[src/rtl/led_scan_sequencer.sv]
// Scanning-light sequencer feeding a 3-to-8 LED decoder: IDLE/RUN/PAUSE control,
// prescaled index stepping in up/down/bounce/hold modes, all outputs registered.
module led_scan_sequencer #(
   parameter int PRESCALE = 50_000_000,
   parameter int CNT_W    = 26
) (
   input  logic       clk,
   input  logic       rst_n,
   input  logic       start,
   input  logic       stop,
   input  logic       step,
   input  logic [1:0] mode,
   output logic       en,
   output logic [2:0] a,
   output logic       tick,
   output logic       busy
);

   localparam logic [1:0] ST_IDLE  = 2'd0;
   localparam logic [1:0] ST_RUN   = 2'd1;
   localparam logic [1:0] ST_PAUSE = 2'd2;

   localparam logic [1:0] MODE_UP     = 2'd0;
   localparam logic [1:0] MODE_DOWN   = 2'd1;
   localparam logic [1:0] MODE_BOUNCE = 2'd2;

   localparam logic [CNT_W-1:0] CNT_TERM = CNT_W'(PRESCALE - 1);

   logic [1:0]       r_state;
   logic [CNT_W-1:0] r_cnt;
   logic             r_dir_up;
   logic [2:0]       r_a;
   logic             r_tick;
   logic             r_en;
   logic             r_busy;

   logic [1:0]       w_state_nxt;
   logic [CNT_W-1:0] w_cnt_nxt;
   logic             w_do_adv;
   logic             w_clear;
   logic [2:0]       w_a_adv;
   logic             w_dir_adv;
   logic             w_moves;

   assign en   = r_en;
   assign a    = r_a;
   assign tick = r_tick;
   assign busy = r_busy;

   // Candidate index/direction if an advance happens this edge.
   // NOTE: every always_comb output gets a default first so no path leaves it unassigned (no latch).
   always_comb begin
      w_a_adv   = r_a;
      w_dir_adv = r_dir_up;
      w_moves   = 1'b1;
      case (mode)
         MODE_UP: begin
            w_a_adv   = r_a + 3'd1;
            w_dir_adv = 1'b1;
         end
         MODE_DOWN: begin
            w_a_adv   = r_a - 3'd1;
            w_dir_adv = 1'b0;
         end
         MODE_BOUNCE: begin
            if (r_dir_up) begin
               if (r_a == 3'd7) begin
                  w_a_adv   = 3'd6;
                  w_dir_adv = 1'b0;
               end else begin
                  w_a_adv = r_a + 3'd1;
               end
            end else begin
               if (r_a == 3'd0) begin
                  w_a_adv   = 3'd1;
                  w_dir_adv = 1'b1;
               end else begin
                  w_a_adv = r_a - 3'd1;
               end
            end
         end
         default: w_moves = 1'b0;
      endcase
   end

   // Stop has priority over start; step is only honoured in PAUSE with no start/stop.
   always_comb begin
      w_state_nxt = r_state;
      w_cnt_nxt   = '0;
      w_do_adv    = 1'b0;
      w_clear     = 1'b0;
      case (r_state)
         ST_IDLE: begin
            if (start && !stop) w_state_nxt = ST_RUN;
         end
         ST_RUN: begin
            if (stop)                 w_state_nxt = ST_PAUSE;
            else if (r_cnt == CNT_TERM) w_do_adv  = 1'b1;
            else                      w_cnt_nxt   = r_cnt + CNT_W'(1);
         end
         ST_PAUSE: begin
            if (stop) begin
               w_state_nxt = ST_IDLE;
               w_clear     = 1'b1;
            end else if (start) begin
               w_state_nxt = ST_RUN;
            end else if (step) begin
               w_do_adv = 1'b1;
            end
         end
         default: w_state_nxt = ST_IDLE;
      endcase
   end

   // NOTE: sequential state uses non-blocking assignments so all registers update from pre-edge values.
   always_ff @(posedge clk or negedge rst_n) begin
      if (!rst_n) begin
         r_state  <= ST_IDLE;
         r_cnt    <= '0;
         r_dir_up <= 1'b1;
         r_a      <= 3'd0;
         r_tick   <= 1'b0;
         r_en     <= 1'b0;
         r_busy   <= 1'b0;
      end else begin
         r_state <= w_state_nxt;
         r_cnt   <= w_cnt_nxt;
         r_en    <= (w_state_nxt != ST_IDLE);
         r_busy  <= (w_state_nxt == ST_RUN);
         r_tick  <= w_do_adv && w_moves;
         if (w_clear) begin
            r_a      <= 3'd0;
            r_dir_up <= 1'b1;
         end else if (w_do_adv) begin
            r_a      <= w_a_adv;
            r_dir_up <= w_dir_adv;
         end
      end
   end

endmodule

[config.mk]
export PLATFORM = sky130hd
export DESIGN_NAME = led_scan_sequencer
export DESIGN_NICKNAME = d
export VERILOG_FILES = /design/src/rtl/led_scan_sequencer.sv
export SDC_FILE = /design/constraint.sdc
export NUM_CORES = 1
export LEC_CHECK = 0
export ABC_AREA = 1
export BUFFER_PORTS_ARGS = -buffer_cell sky130_fd_sc_hd__buf_2
export CAP_MARGIN = 40
export CORE_MARGIN = 4
export CORE_UTILIZATION = 45
export DETAILED_ROUTE_END_ITERATION = 12
export SLEW_MARGIN = 30
export SYNTH_ARGS = -nofsm -noshare
export SYNTH_HDL_FRONTEND = slang
export SYNTH_SLANG_ARGS = --single-unit
[constraint.sdc]
create_clock -name clk -period 1.7 [get_ports clk]
set_input_delay 0.17 -clock clk [delete_from_list [all_inputs] [get_ports clk]]
set_output_delay 0.17 -clock clk [all_outputs]
set_load 0.005 [all_outputs]
Word-level counts from Yosys, hierarchy flattened. Cells that the tools add are included. W data, S select, Z words.

Add/subtract/negate cells: 3. $mul: 0. Div/mod/pow operators: 0. Magnitude comparators: 0. Equal/unequal tests: 7. Shift-type cells: 0. Multiplexer cells: 29. Bitwise logic cells: 0. Reduce and logical (&&, ||, !) cells: 11.

Operators with widths (number): $mux W26 (3); $add A26 B1 Y26 const B (1); $eq A26 B26 Y1 const B (1); $mux W3 (5); $mux W1 (13); $pmux W3 S3 (1); $mux W2 (4); $eq A2 B1 Y1 const B (3); $pmux W2 S3 (1); $eq A2 B2 Y1 const B (2); $logic_not A2 Y1 (2); $reduce_bool A2 Y1 (2); $reduce_bool A4 Y1 (1); $add A3 B1 Y3 const B (1); $eq A3 B3 Y1 const B (1); $logic_not A3 Y1 (1); $pmux W1 S3 (1); $reduce_or A3 Y1 (1); $sub A3 B1 Y3 const B (1); $logic_and A1 B1 Y1 (2); $pmux W1 S2 (1); $reduce_and A2 Y1 (1); $logic_not A1 Y1 (1).

Register bits: 35. Bits in latches: 0. Bits in writable memories: 0. Bits in read-only memories: 0. Bits of input ports: 7. Output and inout bits: 6. Logic and storage cells: 57. Memories kept: 0.

Longest topological paths before layout. Gate-level depths: netlist of the first run.

Word-level depth: 6. Gate-level depth with buffers: 11. Mapped depth without buffers: 11.

Worst setup path before layout of the first run. Ideal clock, no wire load.

Path type: register -> register. Start: reg r_cnt[0]. End: reg r_cnt[24]. Setup time: 119 ps. Arrival: 1368 ps. Required time: 1581 ps. Setup slack: 213 ps. Cell stages (with the launch flop): 11. Buffers on the path: 0. Period minus slack after synthesis: 1487 ps. Path through: dfrtp_1 ha_1 nand3_1 nor2_2 nand2_1 nor2_2 inv_2 nor2_4 nand3_1 nand2_1 nor2_1.

Cells in the longest elaborated chain, start to end: 4. Elaborated cells on any way between the ends: 5. Classes of those cells: 1 x add/sub; 1 x eq/ne; 3 x mux.

Ends and longest elaborated chain: start, declared (line 30) `logic [CNT_W-1:0] r_cnt;`; start signal, assigned (line 127) `r_cnt <= w_cnt_nxt;`; $add A26 B1 Y26 / $eq A26 B26 Y1 (equally long branches) (line 99, 98); $mux W26 * (line 98) `else if (r_cnt == CNT_TERM) w_do_adv = 1'b1;`; $mux W26 * (line 97) `if (stop) w_state_nxt = ST_PAUSE;`; $mux W26 * (line 92) `case (r_state)`; via w_cnt_nxt[24] (line 38) `logic [CNT_W-1:0] w_cnt_nxt;`.

Mark *: on every way through the listed nets, which the timed path passes. The rest lies on a longest branch. A chain may end at the register's enable or synchronous reset.

Final worst setup path of the first run.
Start: reg r_state[1]. End: reg r_a[1], in the netlist a[1].

Cells in the longest elaborated chain, start to end: 4. Elaborated cells on any way between the ends: 8. Classes of those cells: 2 x eq/ne; 3 x mux; 3 x reduce/logical.

Ends and longest elaborated chain: start, declared (line 29) `logic [1:0] r_state;`; start signal, assigned (line 126) `r_state <= w_state_nxt;`; $eq A2 B2 Y1 / $eq A2 B1 Y1 (equally long branches) (line 92); $pmux W1 S2 / $mux W1 (equally long branches) (line 92); $reduce_bool A2 Y1 (no source line) / $reduce_bool A4 Y1 (equally long branches); $reduce_and A2 Y1 (no source line); end signal, assigned (line 135) `r_a <= w_a_adv;`; end, declared (line 32) `logic [2:0] r_a;`.

Several ways; a longest one is shown, not always the timed one.

==> flow_summary_export.csv, run 1 <==
group,metric,value,unit
outcome,status,"complete, no violations",
pwr,p_leak,0.00114,uW
timing,worst_pin_slew,0.448,ns
worst_setup_path,arrival,1.76,ns
pwr,power_density,912,nW/um^2
yosys,synth_cell_types,32,
global_route,grt_usage,0.154,
worst_setup_path,cp_common_cell,"nand2_1",
floorplanning,io-pin-count,13,
yosys,synth_fp_nets,296,
timing,fin_crit,1.53,ns
worst_setup_path,endpoint_kind,"flip-flop",
route,routed_wl,4250,um
global_route,grt_pass1_vias,1656,
route,post_drt_via_cell_ratio,5.07,
finish,syn_to_final_growth,14.2,%
floorplanning,dieArea,5920,um^2
yosys,yosysSeqAreaShare,0.410,
worst_setup_path,cp_slowest_cell,"dfrtp_1",
worst_setup_path,ff2ff_path_depth,10,
pwr,total_power,2230,uW
clock_network,clkSinkCount,35,
global_route,grt_overflow,0,
yosys,synth-simple-area-share,0.311,
yosys,synth-adder-area-share,0.0877,
worst_setup_path,crit_start,"r_state[1]",
worst_setup_path,cpPeakStageDelay,0.42,ns
route,drcViolationCount,0,
floorplanning,dieHeight,77.0,um
flow_run,timing.max_cap.violations,0,
route,routed-via-count,1784,
place,port_buffers,12,
clock_network,path_clk_slew,0.07,ns
clock_network,cts.path.max_buffers,2,
floorplanning,row_count,24,
global_route,antenna_found_initial,0,
timing,hold_viol,0,
timing,fmax,653,MHz
worst_setup_path,crit_end,"a[1]",
route,wl_per_cell,12.1,um
clock_network,htreeDepth,2,
yosys,synth_warnings,0,
timing,whs,0.186,ns
worst_setup_path,r2r_slack,0.17,ns
finish,drive_above_1_share,0.173,
hold_path,worstHoldPathType,"in2reg",
route,drt_iter0_markers,95,
yosys,syn_inst,274,
worst_setup_path,crit_fanout,5,
global_route,grt_max_degree,36,
worst_setup_path,criticalPathCategory,"reg2reg",
timing,maxSlewViolCount,0,
finish,final_util,0.546,
worst_setup_path,reg2reg_to,"a[1]",
floorplanning,core-area,4470,um^2
route,first_pass_iters,4,
yosys,synth_compound_area_frac,0.0988,
clock_network,tritoncts,"done",
clock_network,cts_made_buffers,5,
clock_network,clkLatencyLatePin,0.29,ns
timing,maxSlewHeadroom,0.701,
yosys,synthesis.area,2140,um^2
floorplanning,start_util,0.478,
timing,finalClockSkew,0.00765,ns
worst_setup_path,r2r_start,"r_state[1]",
yosys,ys_ff_latch,35,
global_route,grt_pass1_wl,7400,um
yosys,yosysTopAreaCell,"dfrtp_1",
finish,final_common_cell,"nand2_1",
timing,fin_crit_sh,0.900,
place,hpwlAfterDp,3240,um
clock_network,cts_root_buf,"clkbuf_8",
yosys,avgSynthCellArea,7.81,um^2
worst_setup_path,startpoint_type,"flip-flop",
yosys,synth_top_family_by_area,"simple AND/OR/NAND/NOR gates",
yosys,synth_xor_area_frac,0.0164,
yosys,synth_area_leaders,"dfrtp_1 (40%), nand2_1 (9.8%), ha_1 (8.8%)",
pwr,power.ir.vdd_worst,0.606,mV
yosys,synth_top_area_share,0.398,
worst_setup_path,worstPathCellList,"inv_1, ha_1, inv_1, nor2_4, nand3_1, nand2_1, nand3_2, nand2_1, nand2_1, nand2_1",
finish,final_nets,321,
floorplanning,die_x,77.0,um
timing,setup_viol,0,
route,ant_nets,0,
place,gp_congestion,0.872,
finish,n_antenna_cell,0,
worst_setup_path,required,1.93,ns
yosys,synthMuxAreaShare,0,
finish,final_cell_mix,"nand2_1 (54), nor2_1 (39), inv_1 (37)",
==> power by group <==
part / internal (uW) / switching [uW]
Combinational: 267 / 387
Sequential: 911 / 63.0
Clock: 285 / 313
Total: 1460 / 764
==> critical path: cells and delay by family, from the launching register on <==
| family | cells | cell delay [ns] |
|---|---|---|
| adder cells (fa/ha/maj) | 1 | 0.15 |
| AND/OR/NAND/NOR | 7 | 0.72 |
| flip-flops | 1 | 0.42 |
| buffers and inverters | 2 | 0.19 |
==> cell type report <==
class                      instances  area (um^2)
clock buffer                       5         68.8
multi-input combinational        198         1130
timing repair buffer              20          135
sequential                        35          877
fill                             433         2030
clock inverter                     3         20.0
tap                               52         65.1
inverter                          39          146
==> sequential cells by signal, indices dropped and copies added, names as in the netlist <==
signal,cells
a,3
busy,1
en,1
tick,1
r_dir_up,1
r_cnt,26
r_state,2
==> repair_timing <==
| action | CTS | global route |
|---|---|---|
| hold buffers | 1 | 0 |
| gates resized for setup | 0 | 8 |
| setup buffers | 0 | 1 |
| endpoints found under the hold margin | 34 | 0 |
| endpoints found under the setup margin | 0 | 13 |
==> per-layer routing <==
metal / global-route usage / vias to the layer above / part of all wire
li1: - / 939 / -
met1: 0.200 / 812 / 0.48
met2: 0.248 / 24 / 0.47
met3: 0.0328 / 9 / 0.028
met4: 0.0652 / 0 / 0.021
met5: 0 / - / 0
==> through the flow <==
| stage | setup TNS [ns] | cell area (um^2) | setup slack (ns) | std cells |
|---|---|---|---|---|
| final | 0 | 2440 | 0.169 | 352 |
| after global routing | -0.0149 | 2440 | -0.0149 | 352 |
| after CTS | 0 | 2400 | 0.0302 | 351 |
| after detailed placement | 0 | 2310 | 0.0457 | 342 |
| after global placement | 0 | 2310 | 0.0667 | 342 |
| after floorplan | 0 | 2140 | 0.213 | 274 |
==> cells in the mapped netlist <==
| cell | instances |
|---|---|
| a31oi_1 | 2 |
| ha_1 | 15 |
| dfstp_2 | 1 |
| nor2_2 | 6 |
| nor3_1 | 9 |
| a211oi_2 | 1 |
| nor3_2 | 1 |
| nor3_4 | 2 |
| o21ai_0 | 10 |
| o31ai_1 | 1 |
| inv_2 | 2 |
| buf_2 | 1 |
| nand3_2 | 3 |
| and3_1 | 1 |
| nor2_1 | 40 |
| a211oi_1 | 2 |
| nor2_4 | 1 |
| nand4_1 | 5 |
| a221oi_1 | 1 |
| o21a_1 | 1 |
| nand3_1 | 15 |
| xor2_1 | 2 |
| a21oi_1 | 15 |
| xnor2_1 | 2 |
| nand2_1 | 56 |
| nand2_2 | 2 |
| or2_2 | 1 |
| buf_6 | 1 |
| dfrtp_1 | 34 |
| o211ai_1 | 3 |
| nor3b_1 | 1 |
| inv_1 | 37 |
==> cell families after synthesis <==
logic type / count (synthesis)
buf+inv: 41
xor+xnor: 4
simple gates: 143
compound gates: 36
flops: 35
fa+ha+maj: 15
==> worst min path at each step <==
stage / start / to / slack [ns] / cells past startpoint
floorplan: rst_n / a[0] / -0.13 / 0
global placement: rst_n / r_cnt[13] / 0.24 / 2
detailed placement: rst_n / r_cnt[12] / 0.24 / 2
CTS: mode[0] / tick / 0.17 / 3
global route: mode[0] / tick / 0.19 / 3
finish: mode[1] / tick / 0.19 / 3
(Power assumes the default switching activity.)
==> run 2: changes to the inputs <==
- BUFFER_PORTS_ARGS: -buffer_cell sky130_fd_sc_hd__buf_2 -> not set
- DONT_BUFFER_PORTS: not set -> 1
==> run 2 against run 1 <==
Net effect: setup slack got worse by 0.015 ns; via count shrank 3.6%; power fell by 2.0%; largest cell class unchanged; highest routed layer unchanged; flip-flop and latch count stayed put; non-clock buffer count fell by 10; wire length is essentially flat; global-route usage rose by 0.31 points.
==> flow_summary_export.csv, run 2 (synthesis gave the netlist of run 1 again) <==
group,metric,value,unit
outcome,status,"complete, no violations",
finish,n_antenna_cell,0,
timing,worst_pin_slew,0.331,ns
timing,rsz0062_at_grt,"false",
timing,fin_crit,1.55,ns
place,port_buffers,0,
clock_network,tritoncts,"done",
clock_network,cts_root_buf,"clkbuf_8",
clock_network,clkSinkCount,35,
floorplanning,die_x,77.0,um
timing,fin_crit_sh,0.909,
pwr,p_sw_frac,0.328,
pwr,clock_power_share,0.273,
worst_setup_path,cp_slowest_cell,"dfrtp_1",
clock_network,cts.path.max_buffers,2,
finish,final_common_cell,"nand2_1",
worst_setup_path,required,1.88,ns
flow_run,timing.max_cap.violations,0,
timing,maxSlewHeadroom,0.779,
timing,setup_viol,0,
finish,drive_above_1_share,0.138,
floorplanning,dieArea,5920,um^2
place,hpwlAfterDp,3200,um
route,drcViolationCount,0,
global_route,antenna_found_initial,0,
timing,fin_setup_tns,0,ns
global_route,grt_pass1_wl,7600,um
finish,final_nets,311,
global_route,grt_pass1_vias,1698,
route,wl_per_cell,12.5,um
worst_setup_path,criticalPathCategory,"reg2reg",
route,post_drt_via_cell_ratio,5.04,
floorplanning,core-area,4470,um^2
route,drt_iter0_markers,101,
worst_setup_path,endpoint_kind,"flip-flop",
floorplanning,dieHeight,77.0,um
worst_setup_path,crit_family,"simple AND/OR/NAND/NOR gates",
worst_setup_path,worstPathCellList,"ha_2, nand3_2, nor2_2, nand2_1, nor2_4, inv_2, nor2_4, nand3_1, nand2_1, nor2_1",
pwr,p_leak,0.00109,uW
finish,final_util,0.534,
timing,hold_viol,0,
pwr,power.ir.vdd_worst,0.592,mV
timing,fmax,647,MHz
finish,syn_to_final_growth,11.6,%
pwr,power_frac_comb,0.276,
global_route,grt_max_degree,36,
pwr,total_power,2180,uW
floorplanning,start_util,0.478,
hold_path,worstHoldPathType,"in2reg",
floorplanning,io-pin-count,13,
timing,finalClockSkew,0.00773,ns
worst_setup_path,arrival,1.72,ns
route,routed_wl,4250,um
global_route,grt_overflow,0,
route,routed-via-count,1720,
clock_network,clkLatencyLatePin,0.28,ns
global_route,grt_usage,0.157,
clock_network,path_clk_slew,0.07,ns
clock_network,post_cts_buffers,0,
route,ant_nets,0,
worst_setup_path,cpPeakStageDelay,0.38,ns
place,place_area,2250,um^2
finish,final_cell_mix,"nand2_1 (56), nor2_1 (38), inv_1 (37)",
pwr,seqPwrFrac,0.451,
route,first_pass_iters,4,
place,gp_congestion,0.854,
timing,maxSlewViolCount,0,
finish,largest_reg_flops,26,
finish,fin_area,2390,um^2
pwr,p_sw,715,uW
clock_network,cts_made_buffers,5,
finish,regMostFlops,"r_cnt",
worst_setup_path,crit_fanout,4,
worst_setup_path,startpoint_type,"flip-flop",
floorplanning,row_count,24,
clock_network,htreeDepth,2,
pwr,p_int,1470,uW
pwr,power_density,914,nW/um^2
worst_setup_path,crit_buf_inv,1,
## run 2: per-layer routing
metal | global-route usage | part of all wire | up-vias
met5 | 0 | 0 | -
met3 | 0.0363 | 0.044 | 7
li1 | - | - | 918
met1 | 0.209 | 0.48 | 768
met4 | 0.0688 | 0.016 | 0
met2 | 0.244 | 0.47 | 27
## run 2: final timing paths
check                      depth (start not counted)         to      from  slack (ns)
max in group asynchronous                          2   r_dir_up     rst_n        1.11
min reg2reg                                        1   r_cnt[0]  r_cnt[0]        0.48
min                                                3   r_cnt[6]      stop        0.04
max                                               10  r_cnt[24]  r_cnt[0]        0.15
max reg2reg                                       10  r_cnt[24]  r_cnt[0]        0.15
min in group asynchronous                          2  r_cnt[14]     rst_n        0.34
## run 2: final cells by class
cell class	instances	area (um^2)
clock buffers	6	82.6
clock inverters	1	5.00
fillers	414	2090
inverters	39	146
multi-input cells	198	1120
flip-flops and latches	35	877
well taps	52	65.1
repair buffers	10	90.1
## run 2: repair_timing
action,CTS,global route
endpoints found under the setup margin,0,12
gates resized for setup,0,6
hold buffers,2,0
endpoints found under the hold margin,35,0
## run 2: power by group through the flow
stage	clock network, uW	logic (uW)	registers [uW]
floorplan	0	437	984
global placement	0	573	1000
detailed placement	0	574	1000
CTS	625	602	985
global route	668	706	997
finish	595	603	984
## run 2: worst reg2reg max path: cells and delay by family (launching register included)
kind / cells / cell delay (ns)
adders and majority gates: 1 / 0.21
and+or+nand+nor: 8 / 0.78
buffers and inverters: 1 / 0.07
DFF: 1 / 0.38
## run 2: through the flow
stage / instances / setup WS [ns] / hold slack [ns]
CTS: 341 / 0.0827 / 0.0748
floorplan: 274 / 0.213 / -0.126
detailed placement: 332 / 0.0858 / -0.124
global placement: 332 / 0.116 / -0.124
finish: 341 / 0.154 / 0.0367
global route: 341 / 0.00858 / 0.0338
